<file path="config.mk">
export PLATFORM = sky130hd
export DESIGN_NAME = hsid_x_pixel_fetch
export DESIGN_NICKNAME = d
export VERILOG_FILES = /design/src/rtl/hsid_x_pixel_fetch.sv
export SDC_FILE = /design/constraint.sdc
export NUM_CORES = 2
export LEC_CHECK = 0
export ABC_AREA = 0
export CORE_UTILIZATION = 26
export DETAILED_ROUTE_END_ITERATION = 12
export MAX_ROUTING_LAYER = met4
export PLACE_DENSITY = 0.37
export SLEW_MARGIN = 20
export SYNTH_ARGS = -nofsm -noshare
export SYNTH_HDL_FRONTEND = slang
export SYNTH_SLANG_ARGS = --single-unit
</file>
<file path="constraint.sdc">
create_clock -name clk -period 11.56 [get_ports clk]
set_input_delay 2.312 -clock clk [delete_from_list [all_inputs] [get_ports clk]]
set_output_delay 2.312 -clock clk [all_outputs]
set_load 0.02 [all_outputs]
</file>
<file path="src/rtl/hsid_x_pixel_fetch.sv">
// ---------------------------------------------------------------------------
// hsid_x_pixel_fetch
//
// Purpose:
//   OBI read master and band unpacker that feeds the squared-difference/MSE
//   datapath. On start, it reads the captured pixel into a local word buffer.
//   It then walks the library one 32-bit word at a time and emits aligned
//   (captured, reference) 16-bit band pairs on a valid/ready stream.
//
// Ports:
//   clk, rst                      clock, asynchronous active-high reset
//   start_i, abort_i              job control
//   captured_addr_i               captured pixel base address
//   library_addr_i                library base address
//   bands_i                       bands per pixel
//   library_size_i                number of library pixels
//   obi_*                         OBI read master (one outstanding read)
//   band_valid_o, band_ready_i    pair stream handshake
//   captured_band_o               captured sample
//   reference_band_o              library sample
//   band_last_o                   last band of the current pixel
//   pixel_idx_o                   index of the current library pixel
//   busy_o                        high whenever not idle
//   done_o                        one-cycle completion pulse
//   cfg_err_o                     sticky band-count error, cleared on start
//
// state     | meaning
// ----------+-----------------------------------------------------------
// IDLE      | waiting for start_i
// CHECK     | validate latched config
// CAP_REQ   | request captured word w
// CAP_RSP   | wait for captured word, store it in buffer[w]
// LIB_REQ   | request library word w of the current pixel
// LIB_RSP   | wait for library word, hold it
// EMIT_HI   | offer pair for band 2w   (upper halves)
// EMIT_LO   | offer pair for band 2w+1 (lower halves)
// NEXT      | advance word / pixel, or finish
// DONE      | pulse done_o
// ---------------------------------------------------------------------------
module hsid_x_pixel_fetch #(
    parameter int WORD_WIDTH        = 32,
    parameter int DATA_WIDTH        = 16,
    parameter int HSP_BANDS_WIDTH   = 8,
    parameter int HSP_LIBRARY_WIDTH = 8,
    parameter int MAX_BANDS         = 128
) (
    input  logic                         clk,
    input  logic                         rst,
    input  logic                         start_i,
    input  logic                         abort_i,
    input  logic [WORD_WIDTH-1:0]        captured_addr_i,
    input  logic [WORD_WIDTH-1:0]        library_addr_i,
    input  logic [HSP_BANDS_WIDTH-1:0]   bands_i,
    input  logic [HSP_LIBRARY_WIDTH-1:0] library_size_i,
    output logic                         obi_req_o,
    input  logic                         obi_gnt_i,
    output logic [WORD_WIDTH-1:0]        obi_addr_o,
    output logic                         obi_we_o,
    output logic [3:0]                   obi_be_o,
    input  logic                         obi_rvalid_i,
    input  logic [WORD_WIDTH-1:0]        obi_rdata_i,
    output logic                         band_valid_o,
    input  logic                         band_ready_i,
    output logic [DATA_WIDTH-1:0]        captured_band_o,
    output logic [DATA_WIDTH-1:0]        reference_band_o,
    output logic                         band_last_o,
    output logic [HSP_LIBRARY_WIDTH-1:0] pixel_idx_o,
    output logic                         busy_o,
    output logic                         done_o,
    output logic                         cfg_err_o
);

    localparam int BUF_DEPTH = MAX_BANDS / 2;
    localparam int BUF_AW    = (BUF_DEPTH > 1) ? $clog2(BUF_DEPTH) : 1;

    localparam logic [HSP_BANDS_WIDTH-1:0]   MAX_BANDS_C = HSP_BANDS_WIDTH'(MAX_BANDS);
    localparam logic [HSP_BANDS_WIDTH-1:0]   ONE_B       = HSP_BANDS_WIDTH'(1);
    localparam logic [HSP_LIBRARY_WIDTH-1:0] ONE_L       = HSP_LIBRARY_WIDTH'(1);
    localparam logic [WORD_WIDTH-1:0]        WORD_BYTES  = WORD_WIDTH'(4);

    typedef enum logic [3:0] {
        S_IDLE,
        S_CHECK,
        S_CAP_REQ,
        S_CAP_RSP,
        S_LIB_REQ,
        S_LIB_RSP,
        S_EMIT_HI,
        S_EMIT_LO,
        S_NEXT,
        S_DONE
    } state_t;

    state_t                         state_q, state_d;
    logic [HSP_BANDS_WIDTH-1:0]     bands_q, bands_d;
    logic [HSP_BANDS_WIDTH-1:0]     words_q, words_d;
    logic [HSP_LIBRARY_WIDTH-1:0]   size_q, size_d;
    logic [WORD_WIDTH-1:0]          lib_base_q, lib_base_d;
    logic [WORD_WIDTH-1:0]          addr_q, addr_d;
    logic [HSP_BANDS_WIDTH-1:0]     word_idx_q, word_idx_d;
    logic [HSP_LIBRARY_WIDTH-1:0]   pixel_idx_q, pixel_idx_d;
    logic [WORD_WIDTH-1:0]          lib_word_q, lib_word_d;
    logic [DATA_WIDTH-1:0]          cap_band_q, cap_band_d;
    logic [DATA_WIDTH-1:0]          ref_band_q, ref_band_d;
    logic                           last_q, last_d;
    logic                           req_q, req_d;
    logic                           valid_q, valid_d;
    logic                           busy_q, busy_d;
    logic                           done_q, done_d;
    logic                           cfg_err_q, cfg_err_d;
    logic                           abort_pend_q, abort_pend_d;

    logic [WORD_WIDTH-1:0]          buf_mem [BUF_DEPTH];
    logic                           buf_we;
    logic [WORD_WIDTH-1:0]          buf_rd;
    logic                           last_word;

    assign buf_rd    = buf_mem[word_idx_q[BUF_AW-1:0]];
    assign last_word = (word_idx_q == (words_q - ONE_B));

    always_comb begin
        state_d      = state_q;
        bands_d      = bands_q;
        words_d      = words_q;
        size_d       = size_q;
        lib_base_d   = lib_base_q;
        addr_d       = addr_q;
        word_idx_d   = word_idx_q;
        pixel_idx_d  = pixel_idx_q;
        lib_word_d   = lib_word_q;
        cap_band_d   = cap_band_q;
        ref_band_d   = ref_band_q;
        last_d       = last_q;
        cfg_err_d    = cfg_err_q;
        abort_pend_d = abort_pend_q;
        buf_we       = 1'b0;

        case (state_q)
            S_IDLE: begin
                // abort_i is ignored here, so start wins when both are high
                if (start_i) begin
                    bands_d      = bands_i;
                    words_d      = (bands_i >> 1) + HSP_BANDS_WIDTH'(bands_i[0]);
                    size_d       = library_size_i;
                    addr_d       = captured_addr_i;
                    lib_base_d   = library_addr_i;
                    word_idx_d   = '0;
                    pixel_idx_d  = '0;
                    cfg_err_d    = 1'b0;
                    abort_pend_d = 1'b0;
                    state_d      = S_CHECK;
                end
            end

            S_CHECK: begin
                if (bands_q == '0 || size_q == '0) begin
                    state_d = S_DONE;
                end else if (bands_q > MAX_BANDS_C) begin
                    cfg_err_d = 1'b1;
                    state_d   = S_DONE;
                end else begin
                    state_d = S_CAP_REQ;
                end
            end

            S_CAP_REQ, S_LIB_REQ: begin
                // A grant coinciding with abort leaves a read in flight, so
                // the response is still drained before returning to idle.
                if (obi_gnt_i) begin
                    abort_pend_d = abort_i;
                    state_d      = (state_q == S_CAP_REQ) ? S_CAP_RSP : S_LIB_RSP;
                end else if (abort_i) begin
                    state_d = S_IDLE;
                end
            end

            S_CAP_RSP: begin
                if (obi_rvalid_i) begin
                    if (abort_i || abort_pend_q) begin
                        state_d = S_IDLE;
                    end else begin
                        buf_we = 1'b1;
                        if (last_word) begin
                            word_idx_d = '0;
                            addr_d     = lib_base_q;
                            state_d    = S_LIB_REQ;
                        end else begin
                            word_idx_d = word_idx_q + ONE_B;
                            addr_d     = addr_q + WORD_BYTES;
                            state_d    = S_CAP_REQ;
                        end
                    end
                end else if (abort_i) begin
                    abort_pend_d = 1'b1;
                end
            end

            S_LIB_RSP: begin
                if (obi_rvalid_i) begin
                    if (abort_i || abort_pend_q) begin
                        state_d = S_IDLE;
                    end else begin
                        lib_word_d = obi_rdata_i;
                        addr_d     = addr_q + WORD_BYTES;
                        cap_band_d = buf_rd[2*DATA_WIDTH-1:DATA_WIDTH];
                        ref_band_d = obi_rdata_i[2*DATA_WIDTH-1:DATA_WIDTH];
                        // upper half is the last band only for odd band counts
                        last_d     = last_word && bands_q[0];
                        state_d    = S_EMIT_HI;
                    end
                end else if (abort_i) begin
                    abort_pend_d = 1'b1;
                end
            end

            S_EMIT_HI: begin
                if (abort_i) begin
                    state_d = S_IDLE;
                end else if (band_ready_i) begin
                    if ({word_idx_q, 1'b1} < {1'b0, bands_q}) begin
                        cap_band_d = buf_rd[DATA_WIDTH-1:0];
                        ref_band_d = lib_word_q[DATA_WIDTH-1:0];
                        last_d     = last_word;
                        state_d    = S_EMIT_LO;
                    end else begin
                        state_d = S_NEXT;
                    end
                end
            end

            S_EMIT_LO: begin
                if (abort_i) begin
                    state_d = S_IDLE;
                end else if (band_ready_i) begin
                    state_d = S_NEXT;
                end
            end

            S_NEXT: begin
                if (abort_i) begin
                    state_d = S_IDLE;
                end else if (!last_word) begin
                    word_idx_d = word_idx_q + ONE_B;
                    state_d    = S_LIB_REQ;
                end else if (pixel_idx_q != (size_q - ONE_L)) begin
                    pixel_idx_d = pixel_idx_q + ONE_L;
                    word_idx_d  = '0;
                    state_d     = S_LIB_REQ;
                end else begin
                    state_d = S_DONE;
                end
            end

            S_DONE: begin
                state_d = S_IDLE;
            end

            default: begin
                state_d = S_IDLE;
            end
        endcase

        // Outputs are registered from the next state so they line up with it.
        req_d   = (state_d == S_CAP_REQ) || (state_d == S_LIB_REQ);
        valid_d = (state_d == S_EMIT_HI) || (state_d == S_EMIT_LO);
        busy_d  = (state_d != S_IDLE);
        done_d  = (state_d == S_DONE);
    end

    always_ff @(posedge clk or posedge rst) begin
        if (rst) begin
            state_q      <= S_IDLE;
            bands_q      <= '0;
            words_q      <= '0;
            size_q       <= '0;
            lib_base_q   <= '0;
            addr_q       <= '0;
            word_idx_q   <= '0;
            pixel_idx_q  <= '0;
            lib_word_q   <= '0;
            cap_band_q   <= '0;
            ref_band_q   <= '0;
            last_q       <= 1'b0;
            req_q        <= 1'b0;
            valid_q      <= 1'b0;
            busy_q       <= 1'b0;
            done_q       <= 1'b0;
            cfg_err_q    <= 1'b0;
            abort_pend_q <= 1'b0;
        end else begin
            state_q      <= state_d;
            bands_q      <= bands_d;
            words_q      <= words_d;
            size_q       <= size_d;
            lib_base_q   <= lib_base_d;
            addr_q       <= addr_d;
            word_idx_q   <= word_idx_d;
            pixel_idx_q  <= pixel_idx_d;
            lib_word_q   <= lib_word_d;
            cap_band_q   <= cap_band_d;
            ref_band_q   <= ref_band_d;
            last_q       <= last_d;
            req_q        <= req_d;
            valid_q      <= valid_d;
            busy_q       <= busy_d;
            done_q       <= done_d;
            cfg_err_q    <= cfg_err_d;
            abort_pend_q <= abort_pend_d;
        end
    end

    // Captured-pixel buffer; contents are don't-care after reset.
    always_ff @(posedge clk) begin
        if (buf_we) begin
            buf_mem[word_idx_q[BUF_AW-1:0]] <= obi_rdata_i;
        end
    end

    assign obi_req_o        = req_q;
    assign obi_addr_o       = addr_q;
    assign obi_we_o         = 1'b0;
    assign obi_be_o         = 4'hF;
    assign band_valid_o     = valid_q;
    assign captured_band_o  = cap_band_q;
    assign reference_band_o = ref_band_q;
    assign band_last_o      = last_q;
    assign pixel_idx_o      = pixel_idx_q;
    assign busy_o           = busy_q;
    assign done_o           = done_q;
    assign cfg_err_o        = cfg_err_q;

endmodule
</file>
After elaboration in Yosys (flattened, before gate mapping) --
Memory sizes are Yosys's and may differ from the RTL's. Cells that the tools add are included.
Word-level totals: memories 1, output and inout bits 83, memory bits (writable) 2048, flip-flop bits (word level) 163, bits of input ports 119
Operators by class: add/subtract/negate cells 6, reductions and logical operators 25, multiplexer cells 70, $lt $le $gt $ge 2, eq/ne operators 32, bitwise gates (word level) 1
Memories:
- buf_mem | words 64, width 32, read ports 1, clocked after Yosys merged registers in 0, wr ports 1, line 113 | logic [WORD_WIDTH-1:0] buf_mem [BUF_DEPTH];
Operators with widths (count):
- two-way mux 32 bit | 6
- two-way mux 16 bit | 10
- case mux 32 bit (3 select lines) | 1
- two-way mux 8 bit | 10
- case mux 16 bit (2 select lines) | 2
- two-way mux 4 bit | 15
- adder 32 x 3 -> 32 bit (second input constant) | 1
- case mux 4 bit (8 select lines) | 1
- != test 2 bit (second input constant) | 15
- == test 4 x 3 -> 1 bit (second input constant) | 7
- case mux 8 bit (3 select lines) | 1
- AND reduction 6 bit | 3
- adder 8 x 1 -> 8 bit (second input constant) | 2
- zero test 8 bit | 2
- two-way mux 1 bit | 16
- case mux 8 bit (2 select lines) | 1
- subtractor 8 x 1 -> 8 bit (second input constant) | 2
- == test 4 x 2 -> 1 bit (second input constant) | 3
- two-way mux 3 bit | 4
- AND reduction 5 bit | 2
- less-than comparator 9 x 8 -> 1 bit | 1
- nonzero test 3 bit | 3
- adder 7 x 1 -> 8 bit | 1
- == test 4 bit (second input constant) | 2
- other kinds (18) | 25

Depth between registers and ports, before layout --
depth after elaboration 8, gate-level depth with buffers 13, mapped depth without buffers 9

Worst setup path after synthesis --
OpenSTA, ideal clock, no wires.
path type in2reg, from in abort_i, to mem buf_mem[56][0], enable pin, arrival 5176 ps, setup slack 5963 ps, cell stages on the path 6, cell sequence nor3b_1 -> nand3_1 -> a221o_1 -> nor2_1 -> nand3_1 -> nor2_1
On the way: word-level cells in the longest chain between the ends 6
RTL lines:
- start, declared | line 50 | input logic abort_i,
- logical OR 1 bit | line 179 | if (abort_i || abort_pend_q) begin
- two-way mux 1 bit | line 179
- two-way mux 1 bit | line 178 | if (obi_rvalid_i) begin
- two-way mux 1 bit | line 138 | case (state_q)
- two-way mux 1 bit | line 314 | if (buf_we) begin
- two-way mux 1 bit (implied by the code) | line 315 | buf_mem[word_idx_q[BUF_AW-1:0]] <= obi_rdata_i;
- end, declared | line 113
Every way passes these cells.

Worst setup path after layout --
from in abort_i, to mem buf_mem[59][15], enable pin
Same word-level chain as after synthesis.

==> results.json <==
{
  "status": "finished clean",
  "yosysTopAreaCellShare": 0.733,
  "drt_iter0_markers": 6404,
  "critPathLaunchType": "primary input",
  "finalWirelength_mm": 347,
  "overflow": 0,
  "yosysMostFrequentCell": "edfxtp_1",
  "place.gp.congestion": 0.842,
  "p_sw_frac": 0.302,
  "io_buffer_count": 196,
  "cts_resized": 0,
  "p_per_area_mw_per_mm2": 206,
  "static-leakage-power_nw": 31.1,
  "rows": 208,
  "cts.clk_slew.worst_paths_ps": 60,
  "cap_violations": 0,
  "cpMostUsedCell": "buf_4",
  "power.total_mw": 20.6,
  "p_clk_frac": 0.370,
  "ios": 202,
  "syn_inst": 5039,
  "p_sw_mw": 6.22,
  "cts_root_buf": "clkbuf_16",
  "synth_warnings": 0,
  "yosysUniqueCellTypes": 84,
  "cp_max_fo": 47,
  "drc_errors": 0,
  "via_per_inst": 5.22,
  "synth_top_area_cell": "edfxtp_1",
  "finalSetupTns_ps": 0,
  "yosys_register_bits": 2211,
  "relSlewSlack": 0.0982,
  "worstPathArrival_ps": 6900,
  "synth_ff_type": "edfxtp_1",
  "postCtsSetupBuffers": 0,
  "cts_max_level": 4,
  "vias": 51700,
  "place_hpwl_mm": 209,
  "cts_tree": "done",
  "cts_buffer_depth": 4,
  "grt_pass1_wl_mm": 465,
  "rsz0062_at_grt": "no",
  "min_period_ps": 6340,
  "max_freq_mhz": 158,
  "cp_cell_sequence": "clkdlybuf4s50_1, nor3b_1, nand3_1, a221o_2, buf_4, nor2_1, buf_4, nand3_1, nor2_4, buf_4",
  "ir_drop_v": 0.000138,
  "drt.antenna.violating_nets": 0,
  "grtUsageTotal": 0.215,
  "fp.dieW_um": 570,
  "synth.avg_cell_area_um2": 16.7,
  "timing.final.crit_share": 0.549,
  "die_area_mm2": 0.325,
  "nets": 5509,
  "finalMaxSlewViolations": 0,
  "critPathSlowestCell": "nand3_1",
  "synth_common_cells": "edfxtp_1 (2048), a22oi_1 (500), nand2_1 (366)",
  "p_int_mw": 14.4,
  "core_mm2": 0.321,
  "clock_sinks": 2211,
  "clock_latency_ps": 950,
  "ys_seq_area_frac": 0.781,
  "worst_pin_slew_ps": 1340,
  "fp.dieH_um": 570,
  "antenna_found_initial": 49,
  "hold_class": "reg2reg",
  "power_frac_comb": 0.181,
  "seq_power_share": 0.449,
  "first_pass_iters": 6,
  "layout_setup_ws_ps": 5220,
  "worstPathRequired_ps": 12120,
  "critPathKind": "in2reg",
  "grt_max_degree": 96,
  "grt_pass1_vias": 50000,
  "pre_cts_ws_ps": 4350,
  "max_stage_delay_ps": 690,
  "hold_viol_final": 0,
  "setup_viol": 0,
  "syn2layout_area_growth_pct": 19.5,
  "drive_gt1_frac": 0.148,
  "netlist_area_mm2": 0.0839,
  "synth_edf_count": 2048,
  "skew_ps": 122,
  "cts_hold_buf": 0,
  "cts_buffers": 243,
  "synthTopCellsByArea": "edfxtp_1 (73%), dfrtp_1 (4.9%), a22oi_1 (4.5%)",
  "reg2reg_slack_ps": 6310,
  "wl_per_cell_um": 35.0,
  "synthArstFlopShare": 0.0737,
  "initial_core_util": 0.261,
  "cp-end-kind": "flip-flop"
}
[critical path, delay by kind of cell]
| kind | cells | cell delay, ps |
|---|---|---|
| buffers and inverters | 4 | 1850 |
| and+or+nand+nor | 5 | 2220 |
| AOI/OAI and AO/OA | 1 | 420 |
[state kept, by name (all words and copies together), names as in the netlist, 4 cells and up]
name              cells
lib_base_q           32
size_q                8
state_q               4
pixel_idx_o           8
bands_q               8
lib_word_q           16
obi_addr_o           32
words_q               8
buf_mem            2048
word_idx_q            8
captured_band_o      16
reference_band_o     16
[stage by stage]
stage	util	std cells	hold slack (ps)	area, µm²
final	0.312	9906	475	100000
after global routing	0.312	9887	493	100000
after CTS	0.312	9875	477	100000
after detailed placement	0.288	9434	462	92600
after global placement	0.287	9417	457	92100
after floorplan	-	5042	440	84000
[cell usage in the layout, fill, tap and decap left out, types with 108 or more instances in the layout]
cell	synthesis	routed
a221oi_1	208	207
a22o_1	140	140
a22oi_1	500	499
a31oi_1	147	144
buf_4	5	195
clkbuf_16	0	245
clkdlybuf4s50_1	0	164
dfrtp_1	163	157
edfxtp_1	2048	2048
nand2_1	366	359
nor2_1	180	108
[final cells by class]
class	instances	area (µm²)
antenna	29	72.6
clock inverter	130	1130
multi-input combinational	2472	17600
sequential	2211	65600
tap	4305	5390
timing repair buffer	420	3970
fill	31500	221000
inverter	28	113
clock buffer	311	6500
[cell families (layout without fill, tap and decap cells)]
logic type	after synthesis	in the layout	share of synthesized area
fa+ha+maj	14	14	0.00209
mux	163	163	0.0223
compound gates	1436	1436	0.129
buf+inv	359	889	0.0178
xor+xnor	26	26	0.00271
flops	2211	2211	0.781
other cells	2	34	0.0000895
simple gates	828	828	0.0452
[power by group through the flow]
stage / combinational [mW] / clock [mW] / sequential, mW
after CTS: 3.75 / 7.79 / 9.27
after global routing: 3.90 / 8.05 / 9.30
after detailed placement: 3.74 / 0 / 9.44
after global placement: 3.74 / 0 / 9.44
after floorplan: 1.69 / 0 / 9.40
final: 3.73 / 7.63 / 9.27
[metal layers]
layer	GRT usage	wire, µm	vias to the layer above
met5	-	0	-
met4	0.0531	8660	0
met3	0.0260	19800	385
met2	0.336	162000	2013
met1	0.296	156000	27900
li1	-	-	21500
[path summary, 6_finish.rpt]
| check | cells past startpoint | start | endpoint |
|---|---|---|---|
| setup / recovery | 10 | abort_i | buf_mem[59][15] |
| hold / removal | 2 | lib_base_q[21] | obi_addr_o[21] |
| setup reg to reg | 9 | word_idx_q[0] | captured_band_o[3] |
| hold reg to reg | 2 | lib_base_q[21] | obi_addr_o[21] |
| max in group asynchronous | 3 | rst | size_q[0] |
| min in group asynchronous | 2 | rst | lib_base_q[14] |
Power figures use the tool's default switching activity.
